File: src/rtl/clock_disp_pkg.sv
`default_nettype none
// ============================================================================
// Module   : clock_disp_pkg
// Purpose  : Shared constants and helpers for the clock display scanner:
//            active-low 7-segment codes, field indices, field range limits
//            and a binary-to-two-digit-decimal helper.
// Revision : 1.0 - initial release
// ============================================================================
package clock_disp_pkg;

  // Active-low segment patterns, bit order {g,f,e,d,c,b,a}
  localparam logic [6:0] SEG_0     = 7'b1000000;
  localparam logic [6:0] SEG_1     = 7'b1111001;
  localparam logic [6:0] SEG_2     = 7'b0100100;
  localparam logic [6:0] SEG_3     = 7'b0110000;
  localparam logic [6:0] SEG_4     = 7'b0011001;
  localparam logic [6:0] SEG_5     = 7'b0010010;
  localparam logic [6:0] SEG_6     = 7'b0000010;
  localparam logic [6:0] SEG_7     = 7'b1111000;
  localparam logic [6:0] SEG_8     = 7'b0000000;
  localparam logic [6:0] SEG_9     = 7'b0010000;
  localparam logic [6:0] SEG_DASH  = 7'b0111111;
  localparam logic [6:0] SEG_BLANK = 7'b1111111;

  // Field index = digit index / 2
  localparam logic [1:0] FLD_SEC = 2'd0;
  localparam logic [1:0] FLD_MIN = 2'd1;
  localparam logic [1:0] FLD_HR  = 2'd2;

  localparam logic [4:0] MAX_HR      = 5'd23;
  localparam logic [5:0] MAX_MIN_SEC = 6'd59;

  // Split a 6-bit value (0..63) into {tens, ones} by compare/subtract.
  // Tens can reach 6 for out-of-range values; those are shown as dashes
  // upstream, but the arithmetic is still exact.
  function automatic logic [7:0] bin_to_bcd(input logic [5:0] v);
    logic [3:0] tens;
    logic [3:0] ones;
    if (v >= 6'd60) begin
      tens = 4'd6; ones = 4'(v - 6'd60);
    end else if (v >= 6'd50) begin
      tens = 4'd5; ones = 4'(v - 6'd50);
    end else if (v >= 6'd40) begin
      tens = 4'd4; ones = 4'(v - 6'd40);
    end else if (v >= 6'd30) begin
      tens = 4'd3; ones = 4'(v - 6'd30);
    end else if (v >= 6'd20) begin
      tens = 4'd2; ones = 4'(v - 6'd20);
    end else if (v >= 6'd10) begin
      tens = 4'd1; ones = 4'(v - 6'd10);
    end else begin
      tens = 4'd0; ones = 4'(v);
    end
    return {tens, ones};
  endfunction

endpackage
`default_nettype wire

File: src/rtl/seg7_decode.sv
`default_nettype none
// ============================================================================
// Module   : seg7_decode
// Purpose  : Combinational digit to active-low 7-segment pattern decoder.
// Ports    : digit  in  4  decimal digit 0..9 (others decode to blank)
//            dash   in  1  show a dash instead of the digit
//            blank  in  1  show nothing (overrides dash)
//            seg    out 7  {g,f,e,d,c,b,a}, active-low
// Revision : 1.0 - initial release
// ============================================================================
module seg7_decode
  import clock_disp_pkg::*;
(
  input  logic [3:0] digit,
  input  logic       dash,
  input  logic       blank,
  output logic [6:0] seg
);

  always_comb begin
    seg = SEG_BLANK;
    if (blank) begin
      seg = SEG_BLANK;
    end else if (dash) begin
      seg = SEG_DASH;
    end else begin
      case (digit)
        4'd0:    seg = SEG_0;
        4'd1:    seg = SEG_1;
        4'd2:    seg = SEG_2;
        4'd3:    seg = SEG_3;
        4'd4:    seg = SEG_4;
        4'd5:    seg = SEG_5;
        4'd6:    seg = SEG_6;
        4'd7:    seg = SEG_7;
        4'd8:    seg = SEG_8;
        4'd9:    seg = SEG_9;
        default: seg = SEG_BLANK;
      endcase
    end
  end

endmodule
`default_nettype wire

File: src/rtl/clock_display_scanner.sv
`default_nettype none
// ============================================================================
// Module   : clock_display_scanner
// Purpose  : Drives a six-digit multiplexed common-anode 7-segment display
//            from binary hh:mm:ss counts. Counts are snapshotted once per
//            frame so a frame never mixes two different times.
// Ports    : clk, reset    clock, synchronous active-high reset
//            hours/minutes/seconds  binary time inputs
//            sec_tick      1 Hz pulse toggling the colon
//            blink_en      per-field blink enable {hr,min,sec}
//            blink_phase   blanks fields with blink_en set while high
//            an            digit anodes, active-low, bit 0 = seconds ones
//            seg           segments {g,f,e,d,c,b,a}, active-low
//            dp            decimal point (colon), active-low
//            frame_start   one-cycle pulse at the start of each frame
// Revision : 1.0 - initial release
// ============================================================================
module clock_display_scanner
  import clock_disp_pkg::*;
#(
  parameter int SCAN_DIV = 50000
) (
  input  logic       clk,
  input  logic       reset,
  input  logic [4:0] hours,
  input  logic [5:0] minutes,
  input  logic [5:0] seconds,
  input  logic       sec_tick,
  input  logic [2:0] blink_en,
  input  logic       blink_phase,
  output logic [5:0] an,
  output logic [6:0] seg,
  output logic       dp,
  output logic       frame_start
);

  localparam int              CNT_W     = (SCAN_DIV > 2) ? $clog2(SCAN_DIV) : 1;
  localparam logic [CNT_W-1:0] c_cnt_max = CNT_W'(SCAN_DIV - 1);

  logic [CNT_W-1:0] r_scan_cnt;
  logic [2:0]       r_digit_idx;
  logic [4:0]       r_snap_h;
  logic [5:0]       r_snap_m;
  logic [5:0]       r_snap_s;
  logic             r_colon;

  logic             w_slot_end;
  logic [1:0]       w_field;
  logic [5:0]       w_val;
  logic [7:0]       w_bcd;
  logic [3:0]       w_digit;
  logic             w_oor;
  logic             w_blink;
  logic             w_lz;
  logic             w_an_on;
  logic [5:0]       w_an_next;
  logic [6:0]       w_seg_next;
  logic             w_dp_next;
  logic             w_fs_next;

  assign w_slot_end = (r_scan_cnt == c_cnt_max);

  // Scan position, per-frame snapshot and colon state
  always_ff @(posedge clk) begin
    if (reset) begin
      r_scan_cnt  <= '0;
      r_digit_idx <= 3'd0;
      r_snap_h    <= '0;
      r_snap_m    <= '0;
      r_snap_s    <= '0;
      r_colon     <= 1'b0;
    end else begin
      if (w_slot_end) begin
        r_scan_cnt  <= '0;
        r_digit_idx <= (r_digit_idx == 3'd5) ? 3'd0 : r_digit_idx + 3'd1;
        // Entering slot 0: latch a fresh time for the whole frame
        if (r_digit_idx == 3'd5) begin
          r_snap_h <= hours;
          r_snap_m <= minutes;
          r_snap_s <= seconds;
        end
      end else begin
        r_scan_cnt <= r_scan_cnt + CNT_W'(1);
      end
      if (sec_tick) begin
        r_colon <= ~r_colon;
      end
    end
  end

  // Digit mux: two digits per field, even index = ones, odd = tens
  assign w_field = r_digit_idx[2:1];

  always_comb begin
    w_val = r_snap_s;
    w_oor = (r_snap_s > MAX_MIN_SEC);
    case (w_field)
      FLD_HR: begin
        w_val = {1'b0, r_snap_h};
        w_oor = (r_snap_h > MAX_HR);
      end
      FLD_MIN: begin
        w_val = r_snap_m;
        w_oor = (r_snap_m > MAX_MIN_SEC);
      end
      default: begin
        w_val = r_snap_s;
        w_oor = (r_snap_s > MAX_MIN_SEC);
      end
    endcase
  end

  assign w_bcd   = bin_to_bcd(w_val);
  assign w_digit = r_digit_idx[0] ? w_bcd[7:4] : w_bcd[3:0];

  assign w_blink = blink_phase & blink_en[w_field];
  assign w_lz    = (r_digit_idx == 3'd5) && (r_snap_h < 5'd10);

  // Anode off in the final cycle of each slot so segment changes are hidden
  assign w_an_on   = ~w_slot_end & ~w_blink & ~w_lz;
  assign w_an_next = w_an_on ? ~(6'b000001 << r_digit_idx) : 6'b111111;

  seg7_decode u_seg7_decode (
    .digit (w_digit),
    .dash  (w_oor),
    .blank (w_blink | w_lz),
    .seg   (w_seg_next)
  );

  assign w_dp_next = ~(((r_digit_idx == 3'd2) || (r_digit_idx == 3'd4)) && r_colon);
  assign w_fs_next = (r_digit_idx == 3'd0) && (r_scan_cnt == '0);

  always_ff @(posedge clk) begin
    if (reset) begin
      an          <= 6'b111111;
      seg         <= SEG_BLANK;
      dp          <= 1'b1;
      frame_start <= 1'b0;
    end else begin
      an          <= w_an_next;
      seg         <= w_seg_next;
      dp          <= w_dp_next;
      frame_start <= w_fs_next;
    end
  end

endmodule
`default_nettype wire

File: config.mk
export PLATFORM = sky130hd
export DESIGN_NAME = clock_display_scanner
export DESIGN_NICKNAME = d
export VERILOG_FILES = /design/src/rtl/clock_disp_pkg.sv /design/src/rtl/seg7_decode.sv /design/src/rtl/clock_display_scanner.sv
export SDC_FILE = /design/constraint.sdc
export NUM_CORES = 1
export LEC_CHECK = 0
export BUFFER_PORTS_ARGS = -buffer_cell sky130_fd_sc_hd__buf_4
export CORE_UTILIZATION = 50
export DETAILED_ROUTE_END_ITERATION = 16
export GPL_TIMING_DRIVEN = 0
export HOLD_SLACK_MARGIN = 0.15
export PLACE_DENSITY = 0.69
export SYNTH_ARGS = -nofsm -noshare
export SYNTH_HDL_FRONTEND = slang
export SYNTH_SLANG_ARGS = --single-unit
File: constraint.sdc
create_clock -name clk -period 8.9 [get_ports clk]
set_input_delay 1.78 -clock clk [delete_from_list [all_inputs] [get_ports clk]]
set_output_delay 1.78 -clock clk [all_outputs]
set_load 0.1 [all_outputs]
==> results of run 1 <==
layer usage:
layer / vias to the layer above / GRT usage / part of all wire
li1: 1372 / - / -
met2: 98 / 0.358 / 0.43
met1: 1255 / 0.341 / 0.50
met4: 0 / 0.0509 / 0.0035
met3: 3 / 0.0483 / 0.062
met5: - / 0 / 0
report_power, final:
group	internal (uW)	switching [uW]	total, uW	leakage, uW
sequential	237	2.49	239	0.000423
combinational	13.7	28.9	42.6	0.000815
clock	56.2	79.0	135	0.0000456
total	307	110	417	0.00128
Yosys cell counts, drive strengths merged, types with 2 or more instances:
| library cell | count |
|---|---|
| a211oi | 3 |
| xnor2 | 10 |
| a31oi | 3 |
| o221ai | 5 |
| nand4 | 7 |
| ha | 16 |
| a221o | 4 |
| nand2b | 6 |
| o21ai | 8 |
| nand3b | 2 |
| dfxtp | 52 |
| inv | 15 |
| or4 | 2 |
| and3 | 6 |
| nand2 | 54 |
| a22oi | 3 |
| mux2i | 5 |
| a21oi | 27 |
| nor2b | 7 |
| or3 | 4 |
| nor2 | 33 |
| clkbuf | 11 |
| a221oi | 5 |
| o211ai | 4 |
| a211o | 3 |
| buf | 8 |
| nand3 | 15 |
| a311oi | 2 |
| nor4 | 3 |
| and2 | 5 |
| nor3 | 6 |
| xor2 | 8 |
sequential cells by signal, indices dropped and copies added, names as in the netlist, 3 cells and up:
name	cells
r_snap_s	6
r_scan_cnt	16
r_digit_idx	3
r_snap_h	5
r_snap_m	6
seg	7
an	6
layout make-up:
cell class	count	area, um2
Fill cell	513	2190
Clock inverter	2	13.8
Multi-Input combinational cell	275	1790
Inverter	15	58.8
Timing Repair Buffer	37	278
Sequential cell	52	1040
Buffer	19	100
Tap cell	72	90.1
Clock buffer	6	72.6
kinds of logic after synthesis:
family,Yosys count
and+or+nand+nor,155
AOI/OAI and AO/OA,81
DFF,52
buffers and inverters,34
xor gates and xnor gates,18
adders and majority gates,16
muxes,5
stage by stage:
| step | cell area (um2) | hold WS (ns) |
|---|---|---|
| floorplan | 2990 | 0.380 |
| global placement | 3360 | 0.409 |
| detailed placement | 3360 | 0.403 |
| CTS | 3450 | 0.432 |
| global route | 3450 | 0.450 |
| finish | 3450 | 0.435 |
worst max-delay path by stage:
stage	start	endpoint	slack (ns)	depth (start not counted)
final	r_digit_idx[1]	seg[6]	4.20	18
after global routing	r_digit_idx[1]	seg[6]	3.85	18
after detailed placement	r_digit_idx[1]	seg[6]	4.36	18
after floorplan	r_digit_idx[1]	seg[6]	5.02	18
after CTS	r_digit_idx[1]	seg[6]	4.30	18
after global placement	r_digit_idx[1]	seg[6]	4.41	18
worst max-delay path, delay by kind of cell, from the launching register on:
kind                     cells  cell delay, ns
flip-flops                   1            0.34
AO/OA/AOI/OAI                6            1.63
AND/OR/NAND/NOR              3            0.65
buffers and inverters        6            1.03
adder cells (fa/ha/maj)      3            0.94
==> key figures, run 1 <==
Run status
  – Status: completed

Worst setup path
  – Worst r2r src: r_digit_idx[1]
  – Crit Path Class: reg -> reg
  – Slowest CP cell: ha_1
  – R2R depth: 18
  – Worst reg2reg path endpoint: seg[6]
  – CP startpoint kind: flop
  – Critical Path RT: 9.11 ns
  – R2R Setup Slk: 4.20 ns
  – Crit path DAT: just under 5 ns
  – Crit Path Max Fanout: 8
  – Worst setup EP type: flop
  – Worst-path cell chain: clkbuf_1, inv_1, ha_1, a221o_1, and2_0, clkbuf_1, ha_1, inv_1, or3_1, o221ai_1, o21bai_1, nand3_1, a211o_1, inv_1, ha_1, inv_1, a211o_1, o221ai_1
  – Crit-path max cell delay: approximately 0.45 ns
  – Cell with the most instances on the worst path: inv_1

Die
  – Row cnt: 27
  – Core area: 5640 um2
  – Ports: 39
  – Starting Density: 0.530
  – Die H: between 70 and 80 um
  – Die area: 6300 um2
  – Chip Width: roughly 79 um

Synth
  – Post-synth ARST share: 0
  – Yosys top cell area share: 0.348
  – Top cell type by total area after synthesis: dfxtp_1
  – Simple-gate share of the synthesized area: 0.255
  – Largest family of logic cells by synthesized area: simple AND/OR/NAND/NOR gates
  – Main synth FF type: dfxtp_1
  – Yosys Warn Count: 0
  – Synth Area in Adders: 0.0669
  – Syn_area_per_cell: approximately 8.3 um2
  – Post-Syn Nets: roughly 400
  – Area contributors post-synth: dfxtp_1 (35%), ha_1 (6.7%), nand2_1 (6.6%)
  – Post-synth EDFFs: 0
  – Post-synthesis sequential area ratio: 0.348
  – Unique masters post-synth: 61
  – Compound-Gate Fraction of Synth Area: 0.208
  – Synth Area in XOR/XNOR: 0.0527
  – Syn Inst Count: 361
  – #FFs+latches synth: 52
  – Cell Area, Synth: 2990 um2
  – Mux share of post-synthesis cell area: 0.0167

Layout
  – Commonest non-fill, non-tap cell in the layout: nand2_1
  – Area grow syn2layout: 15.2%
  – Commonest cells after routing, fill and taps aside: nand2_1 (53), dfxtp_1 (52), buf_4 (37), nor2_1 (32), a21oi_1 (26)
  – Antenna fix cells: 0
  – Layout Utilization: 0.611
  – Nets: 445
  – Final Instance Count excl. Fillers: 478
  – Ratio of cells with drive above 1 in the final layout: 0.158

CTS
  – Maximum clock path buffer count: 2
  – Root Buffer: clkbuf_8
  – Hold-fix buffers, CTS: 0
  – Skew-Pair Late Insertion Delay: 0.31 ns
  – H-tree depth: 2
  – Num CTS Buffers: 5
  – CTS clk-pin slew, worst paths: 0.09 ns
  – CTS tree: built
  – Setup bufs post-CTS: 0
  – Clock sink total: 52
  – CTS resizes: 0

Timing
  – Clock Skews: 0.00762 ns
  – Slew Viols, Final: 0
  – Final setup vio count: 0
  – Post-layout min period: 4.70 ns
  – Final period util: 0.529
  – Final Hold Viols: 0
  – Slew margin rel.: 0.431
  – Measured slew at the worst slew-check pin: 0.843 ns
  – Final worst setup slack: 4.20 ns
  – Fmax: 0.213 GHz
  – Final setup TNS: 0 ns
  – RSZ-0062 raised after global routing: false

Power
  – Power Density: around 120 nW/um2
  – Pleak: around 0.0013 uW
  – Total Power: 417 uW
  – Worst IR Drop VDD: 0.0801 mV

Route
  – DRC violations left: 0
  – Final WL: slightly below 7000 um
  – WL per Instance: 14.3 um
  – Via/cell ratio: 5.71
  – DRT iter0 DRCs: 135
  – Final antenna-violating net count: 0
  – Number of detailed-route iterations in the first pass: 4
  – Detailed-route via count: 2728

Place
  – Place WS: roughly 4.4 ns
  – Post-DP HPWL: between 5000 and 6000 um
  – PortBufs: 37
  – Cells after DPL: between 400 and 500
  – Final GP Congestion: about 0.85

GRT
  – First-pass GRT wire length: roughly 12000 um
  – Total gr overflow: 0
  – Largest net degree at the start of global routing: 17
  – Total track usage: 0.235
  – Initial antenna violation count: 0
  – Vias in the first global route: about 2400

Worst hold path
  – Worst hold path class: reg -> reg
  – Hold_sp: r_colon
  – WHS Endpoint: dp
  – Hold path depth: 1

Flow run
  – # Max-Cap Violations: 0
(Power assumes the default switching activity.)
==> inputs of run 2 (changes only) <==
Settings changed: ABC_AREA set to 1, PLACE_DENSITY 0.69 to 0.71.
Clock period 8.9 ns to 3.9 ns, I/O delays scaled along.
==> key figures, run 2 <==
Die
  – Die area: 6130 um2
  – Starting Density: 0.523
  – Die H: 78.3 um
  – Ports: 39
  – Row cnt: 27
  – Chip Width: 78.3 um
  – Core area: 5570 um2

Layout
  – Leading registers by flop count: r_scan_cnt (16), seg (7)
  – Seq. cell area: 1040 um2
  – Biggest register: r_scan_cnt
  – Ratio of cells with drive above 1 in the final layout: 0.158
  – Area grow syn2layout: 16.2%
  – Multi-input gate area: 1590 um2
  – Commonest cells after routing, fill and taps aside: nand2_1 (100), inv_1 (61), dfxtp_1 (51), nor2_1 (49), buf_4 (38)
  – Fillers: 555
  – Commonest non-fill, non-tap cell in the layout: nand2_1
  – Antenna fix cells: 0
  – Largest register FFs: 16
  – Nets: around 500

Place
  – Final GP Congestion: 0.927
  – PortBufs: 38
  – Post-DP HPWL: 5100 um

Synth
  – Yosys Warn Count: 0
  – Syn_area_per_cell: 6.92 um2
  – Post-synth ARST share: 0
  – Post-synth EDFFs: 0
  – #FFs+latches synth: 52
  – Main synth FF type: dfxtp_1
  – Top cell type by total area after synthesis: dfxtp_1
  – Area contributors post-synth: dfxtp_1 (36%), nand2_1 (13%), inv_1 (7.9%)
  – Syn Inst Count: 421
  – Count leader, synth: nand2_1
  – Unique masters post-synth: 32
  – Post-Syn Nets: between 400 and 500
  – Yosys top cell area share: 0.357
  – Post-synthesis sequential area ratio: 0.357
  – Top cells by count, synth: nand2_1 (100), inv_1 (61), dfxtp_1 (52), nor2_1 (49), nand3_1 (22)
  – Cell Area, Synth: 2910 um2

CTS
  – CTS tree: built
  – H-tree depth: 2
  – CTS clk-pin slew, worst paths: about 0.1 ns
  – Maximum clock path buffer count: 2
  – Setup bufs post-CTS: 0
  – Root Buffer: clkbuf_8
  – Clock sink total: 52
  – Skew-Pair Late Insertion Delay: 0.31 ns
  – Num CTS Buffers: 5

Timing
  – RSZ-0062 raised after global routing: false
  – Final period util: 0.900
  – Clock Skews: 0.00899 ns
  – Post-layout min period: 3.51 ns
  – Slew Viols, Final: 0
  – Final Hold Viols: 0
  – Final setup vio count: 0
  – Fmax: ~0.28 GHz
  – Slew margin rel.: 0.471
  – Final setup TNS: 0 ns
  – Measured slew at the worst slew-check pin: 0.787 ns

Route
  – DRC violations left: 0
  – DRT iter0 DRCs: 109
  – Final WL: ~6500 um
  – WL per Instance: around 12 um
  – Final antenna-violating net count: 0
  – Via/cell ratio: 5.13
  – Detailed-route via count: approximately 2800
  – Number of detailed-route iterations in the first pass: 4

Worst setup path
  – R2R Setup Slk: 0.39 ns
  – Worst reg2reg path endpoint: seg[6]
  – CP startpoint kind: flop
  – Worst r2r src: r_digit_idx[1]
  – Worst setup EP type: flop
  – Critical Path RT: 4.12 ns
  – Crit path DAT: 3.73 ns
  – R2R depth: 26
  – Crit Path Max Fanout: 9
  – Crit Path Class: reg -> reg
  – Launch point of the worst path: r_digit_idx[1]
  – Worst setup endpoint: seg[6]

Power
  – Worst IR Drop VDD: ~0.26 mV
  – Internal power component: 704 uW
  – Clock network power share: 0.335
  – Pleak: roughly 0.0015 uW
  – P_sw: 266 uW
  – Sequential power share: 0.562
  – Power Density: 287 nW/um2
  – Total Power: ~970 uW
  – Comb pwr share: 0.102
  – Switching Fraction: 0.274

Worst hold path
  – Worst hold path class: reg -> reg

GRT
  – Initial antenna violation count: 0
  – Largest net degree at the start of global routing: 19
  – First-pass GRT wire length: 11300 um
  – Total track usage: 0.231
  – Total gr overflow: 0
  – Vias in the first global route: 2561

Flow run
  – # Max-Cap Violations: 0

Run status
  – Status: completed
[run 2: cell types whose count changed in the layout (fill, tap and decap cells not counted), moves of 8 or more]
cell      delta
a211oi_1    +14
a21oi_1      -9
inv_1       +47
nand2_1     +47
nor2_1      +17
xnor2_1      -8
[run 2: area by class of cell]
class / count / area share
multi-input cells: 295 / 0.470
flip-flops and latches: 52 / 0.308
repair buffers: 38 / 0.0843
inverters: 67 / 0.0750
well taps: 72 / 0.0266
clock buffers: 5 / 0.0203
clock inverters: 3 / 0.00813
plain buffers: 7 / 0.00776
[run 2: worst max-delay path, stage by stage, from the launching register on]
cell	delay, ns
dfxtp_2	0.40
inv_1	0.11
ha_1	0.39
inv_2	0.19
nand3_1	0.12
nand2_2	0.16
inv_1	0.15
ha_1	0.26
nor2_1	0.12
nand2_1	0.07
nor2_2	0.12
nand2_2	0.09
nand2_1	0.07
nand2_1	0.05
nand2_1	0.06
nand2_1	0.07
nand3_1	0.07
nand3_1	0.08
nand2_1	0.22
inv_1	0.11
ha_1	0.22
nand2_1	0.06
nand2_1	0.05
nand2_1	0.05
nand2_1	0.05
nand2_1	0.05
nand2_1	0.05
[run 2: cell families (layout without fill, tap and decap cells)]
family | count (synthesis) | in the layout | synth area share
and+or+nand+nor | 209 | 209 | 0.320
buffers and inverters | 74 | 120 | 0.0962
AOI/OAI and AO/OA | 65 | 65 | 0.143
DFF | 52 | 52 | 0.357
adders and majority gates | 16 | 16 | 0.0687
xor gates and xnor gates | 5 | 5 | 0.0150
[run 2: routing by layer]
layer | track usage | share of wire | vias to the layer above
li1 | - | - | 1451
met2 | 0.373 | 0.44 | 63
met4 | 0.0796 | 0.016 | 0
met3 | 0.0372 | 0.038 | 11
met1 | 0.312 | 0.51 | 1242
met5 | 0 | 0 | -
[run 2: worst min path at each step]
stage	startpoint	endpoint	depth (start not counted)
floorplan	r_colon	dp	1
global placement	r_scan_cnt[0]	r_scan_cnt[0]	1
detailed placement	r_snap_h[0]	r_snap_h[0]	2
CTS	r_snap_h[0]	r_snap_h[0]	2
global route	r_snap_m[3]	r_snap_m[3]	2
finish	r_snap_h[0]	r_snap_h[0]	2
[run 2: repair_timing]
item / CTS / global route
setup endpoints to repair: 0 / 6
resized for setup: 0 / 3
hold buffers: 0 / 0
endpoints found under the hold margin: 0 / 0
[run 2: power by group through the flow]
| stage | Sequential, uW | Combinational (uW) | Clock, uW |
|---|---|---|---|
| floorplan | 601 | 21.0 | 0 |
| global placement | 557 | 99.0 | 0 |
| detailed placement | 558 | 99.6 | 0 |
| CTS | 546 | 99.9 | 331 |
| global route | 547 | 106 | 354 |
| finish | 546 | 99.4 | 325 |
[run 2: through the flow]
step                      setup slack [ns]  instances  cell area [um2]   util  hold WS, ns
after global placement               0.306        531             3290  0.590        0.445
after global routing                0.0599        539             3390  0.607        0.490
final                                0.390        539             3390  0.607        0.467
after floorplan                      0.817        421             2910      -        0.407
after detailed placement             0.272        531             3290  0.590        0.447
after CTS                            0.258        539             3380  0.607        0.468
==> inputs of run 3 (changes only) <==
Settings changed: CORE_ASPECT_RATIO set to 0.75, MAX_ROUTING_LAYER set to met4.
==> key figures, run 3 (synthesis gave the netlist of run 2 again) <==
Layout
  – Fillers: 511
  – Ratio of cells with drive above 1 in the final layout: 0.158
  – Area grow syn2layout: 16.3%
  – Commonest cells after routing, fill and taps aside: nand2_1 (100), inv_1 (61), dfxtp_1 (52), nor2_1 (49), buf_4 (38)
  – Biggest register: r_scan_cnt
  – Post-route cell area: 3390 um2
  – Antenna fix cells: 0
  – Largest register FFs: 16
  – Commonest non-fill, non-tap cell in the layout: nand2_1
  – Leading registers by flop count: r_scan_cnt (16), seg (7)
  – Nets: 506

CTS
  – CTS resizes: 0
  – H-tree depth: 2
  – Root Buffer: clkbuf_8
  – CTS clk-pin slew, worst paths: 0.10 ns
  – Num CTS Buffers: 5
  – Maximum clock path buffer count: 2
  – CTS tree: built
  – Setup bufs post-CTS: 0
  – Hold-fix buffers, CTS: 0
  – Clock sink total: 52
  – Skew-Pair Late Insertion Delay: slightly above 0.3 ns

Worst setup path
  – Worst path buffer plus inverter count: 4
  – Crit-path max cell delay: ~0.45 ns
  – Cell with the most instances on the worst path: nand2_1
  – Crit path DAT: ~3.8 ns
  – R2R Setup Slk: about 0.34 ns
  – Top delay family on crit path: simple AND/OR/NAND/NOR gates
  – Crit Path Max Fanout: 9
  – Slowest CP cell: dfxtp_1
  – Worst setup EP type: flop
  – CP startpoint kind: flop
  – Worst r2r src: r_digit_idx[1]
  – Crit Path Class: reg -> reg
  – Launch point of the worst path: r_digit_idx[1]
  – Critical Path RT: 4.12 ns

Run status
  – Status: completed

Route
  – Detailed-route via count: 2847
  – DRC violations left: 0
  – WL per Instance: 13.0 um
  – Final WL: just over 7000 um
  – Number of detailed-route iterations in the first pass: 4
  – Final antenna-violating net count: 0
  – Via/cell ratio: 5.25
  – DRT iter0 DRCs: between 150 and 200

Power
  – Switching Fraction: 0.270
  – Comb pwr share: 0.106
  – Power Density: between 200 and 300 nW/um2
  – Sequential power share: 0.569
  – Internal power component: 700 uW
  – Clock network power share: 0.325
  – Worst IR Drop VDD: approximately 0.23 mV
  – Pleak: 0.00149 uW
  – P_sw: 258 uW

GRT
  – Total track usage: 0.249
  – Largest net degree at the start of global routing: 18
  – Total gr overflow: 0
  – Vias in the first global route: 2490
  – Initial antenna violation count: 0
  – First-pass GRT wire length: approximately 12000 um

Place
  – Final GP Congestion: 0.953
  – Placed Area: 3290 um2
  – Post-DP HPWL: 5530 um
  – PortBufs: 38

Die
  – Die area: approximately 6100 um2
  – Core area: around 5500 um2
  – Starting Density: 0.533
  – Die H: 68.1 um
  – Row cnt: 23
  – Chip Width: about 90 um
  – Ports: 39

Timing
  – Hold WS: 0.468 ns
  – RSZ-0062 raised after global routing: false
  – Final period util: 0.913
  – Final Hold Viols: 0
  – Final setup TNS: 0 ns
  – Fmax: between 0.2 and 0.3 GHz
  – Measured slew at the worst slew-check pin: 0.755 ns
  – Final setup vio count: 0
  – Slew Viols, Final: 0
  – Post-layout min period: about 3.6 ns
  – Slew margin rel.: 0.492
  – Clock Skews: 0.00921 ns

Flow run
  – # Max-Cap Violations: 0

Worst hold path
  – Worst hold path class: reg -> reg
  – Hold_sp: r_colon
[run 3: metrics by stage]
step | power, uW | std cells | setup slack, ns | util
after global placement | 658 | 534 | 0.319 | 0.602
final | 958 | 542 | 0.339 | 0.619
after CTS | 968 | 542 | 0.207 | 0.619
after floorplan | 622 | 421 | 0.817 | -
after global routing | 997 | 542 | 0.0210 | 0.619
after detailed placement | 659 | 534 | 0.228 | 0.602
[run 3: path summary, 6_finish.rpt]
check / to / cells past startpoint
worst min-delay path: dp / 1
worst min register to register: dp / 1
worst max register to register: seg[6] / 26
worst max-delay path: seg[6] / 26
[run 3: final cells by class]
type	instances	area, um2	share of cell area
multi-input combinational	295	1590	0.471
sequential	52	1040	0.307
timing repair buffer	38	285	0.0842
inverter	67	256	0.0757
tap	75	93.8	0.0277
clock buffer	5	68.8	0.0203
buffer	7	26.3	0.00776
clock inverter	3	21.3	0.00628
[run 3: worst register-to-register path: stages (launching register included)]
cell,delay [ns]
dfxtp_1,0.45
inv_1,0.15
ha_2,0.38
inv_4,0.14
nand3_1,0.12
nand2_2,0.15
inv_1,0.16
ha_1,0.26
nor2_1,0.11
nand2_1,0.07
nor2_2,0.12
nand2_2,0.09
nand2_1,0.06
nand2_1,0.05
nand2_1,0.06
nand2_1,0.07
nand3_1,0.07
nand3_1,0.09
nand2_1,0.23
inv_1,0.11
ha_1,0.22
nand2_1,0.06
nand2_1,0.05
nand2_1,0.06
nand2_1,0.05
nand2_1,0.05
nand2_1,0.05
[run 3: power groups by stage]
stage	clock (uW)	combinational, uW	sequential (uW)
floorplan	0	21.0	601
global placement	0	101	557
CTS	321	102	545
detailed placement	0	102	557
finish	311	102	545
global route	342	108	547
[run 3: metal layers]
layer	up-vias	track usage	part of all wire
met5	-	-	0
met4	0	0.0524	0.0018
met3	2	0.0444	0.053
met2	92	0.364	0.42
met1	1303	0.357	0.52
li1	1450	-	-
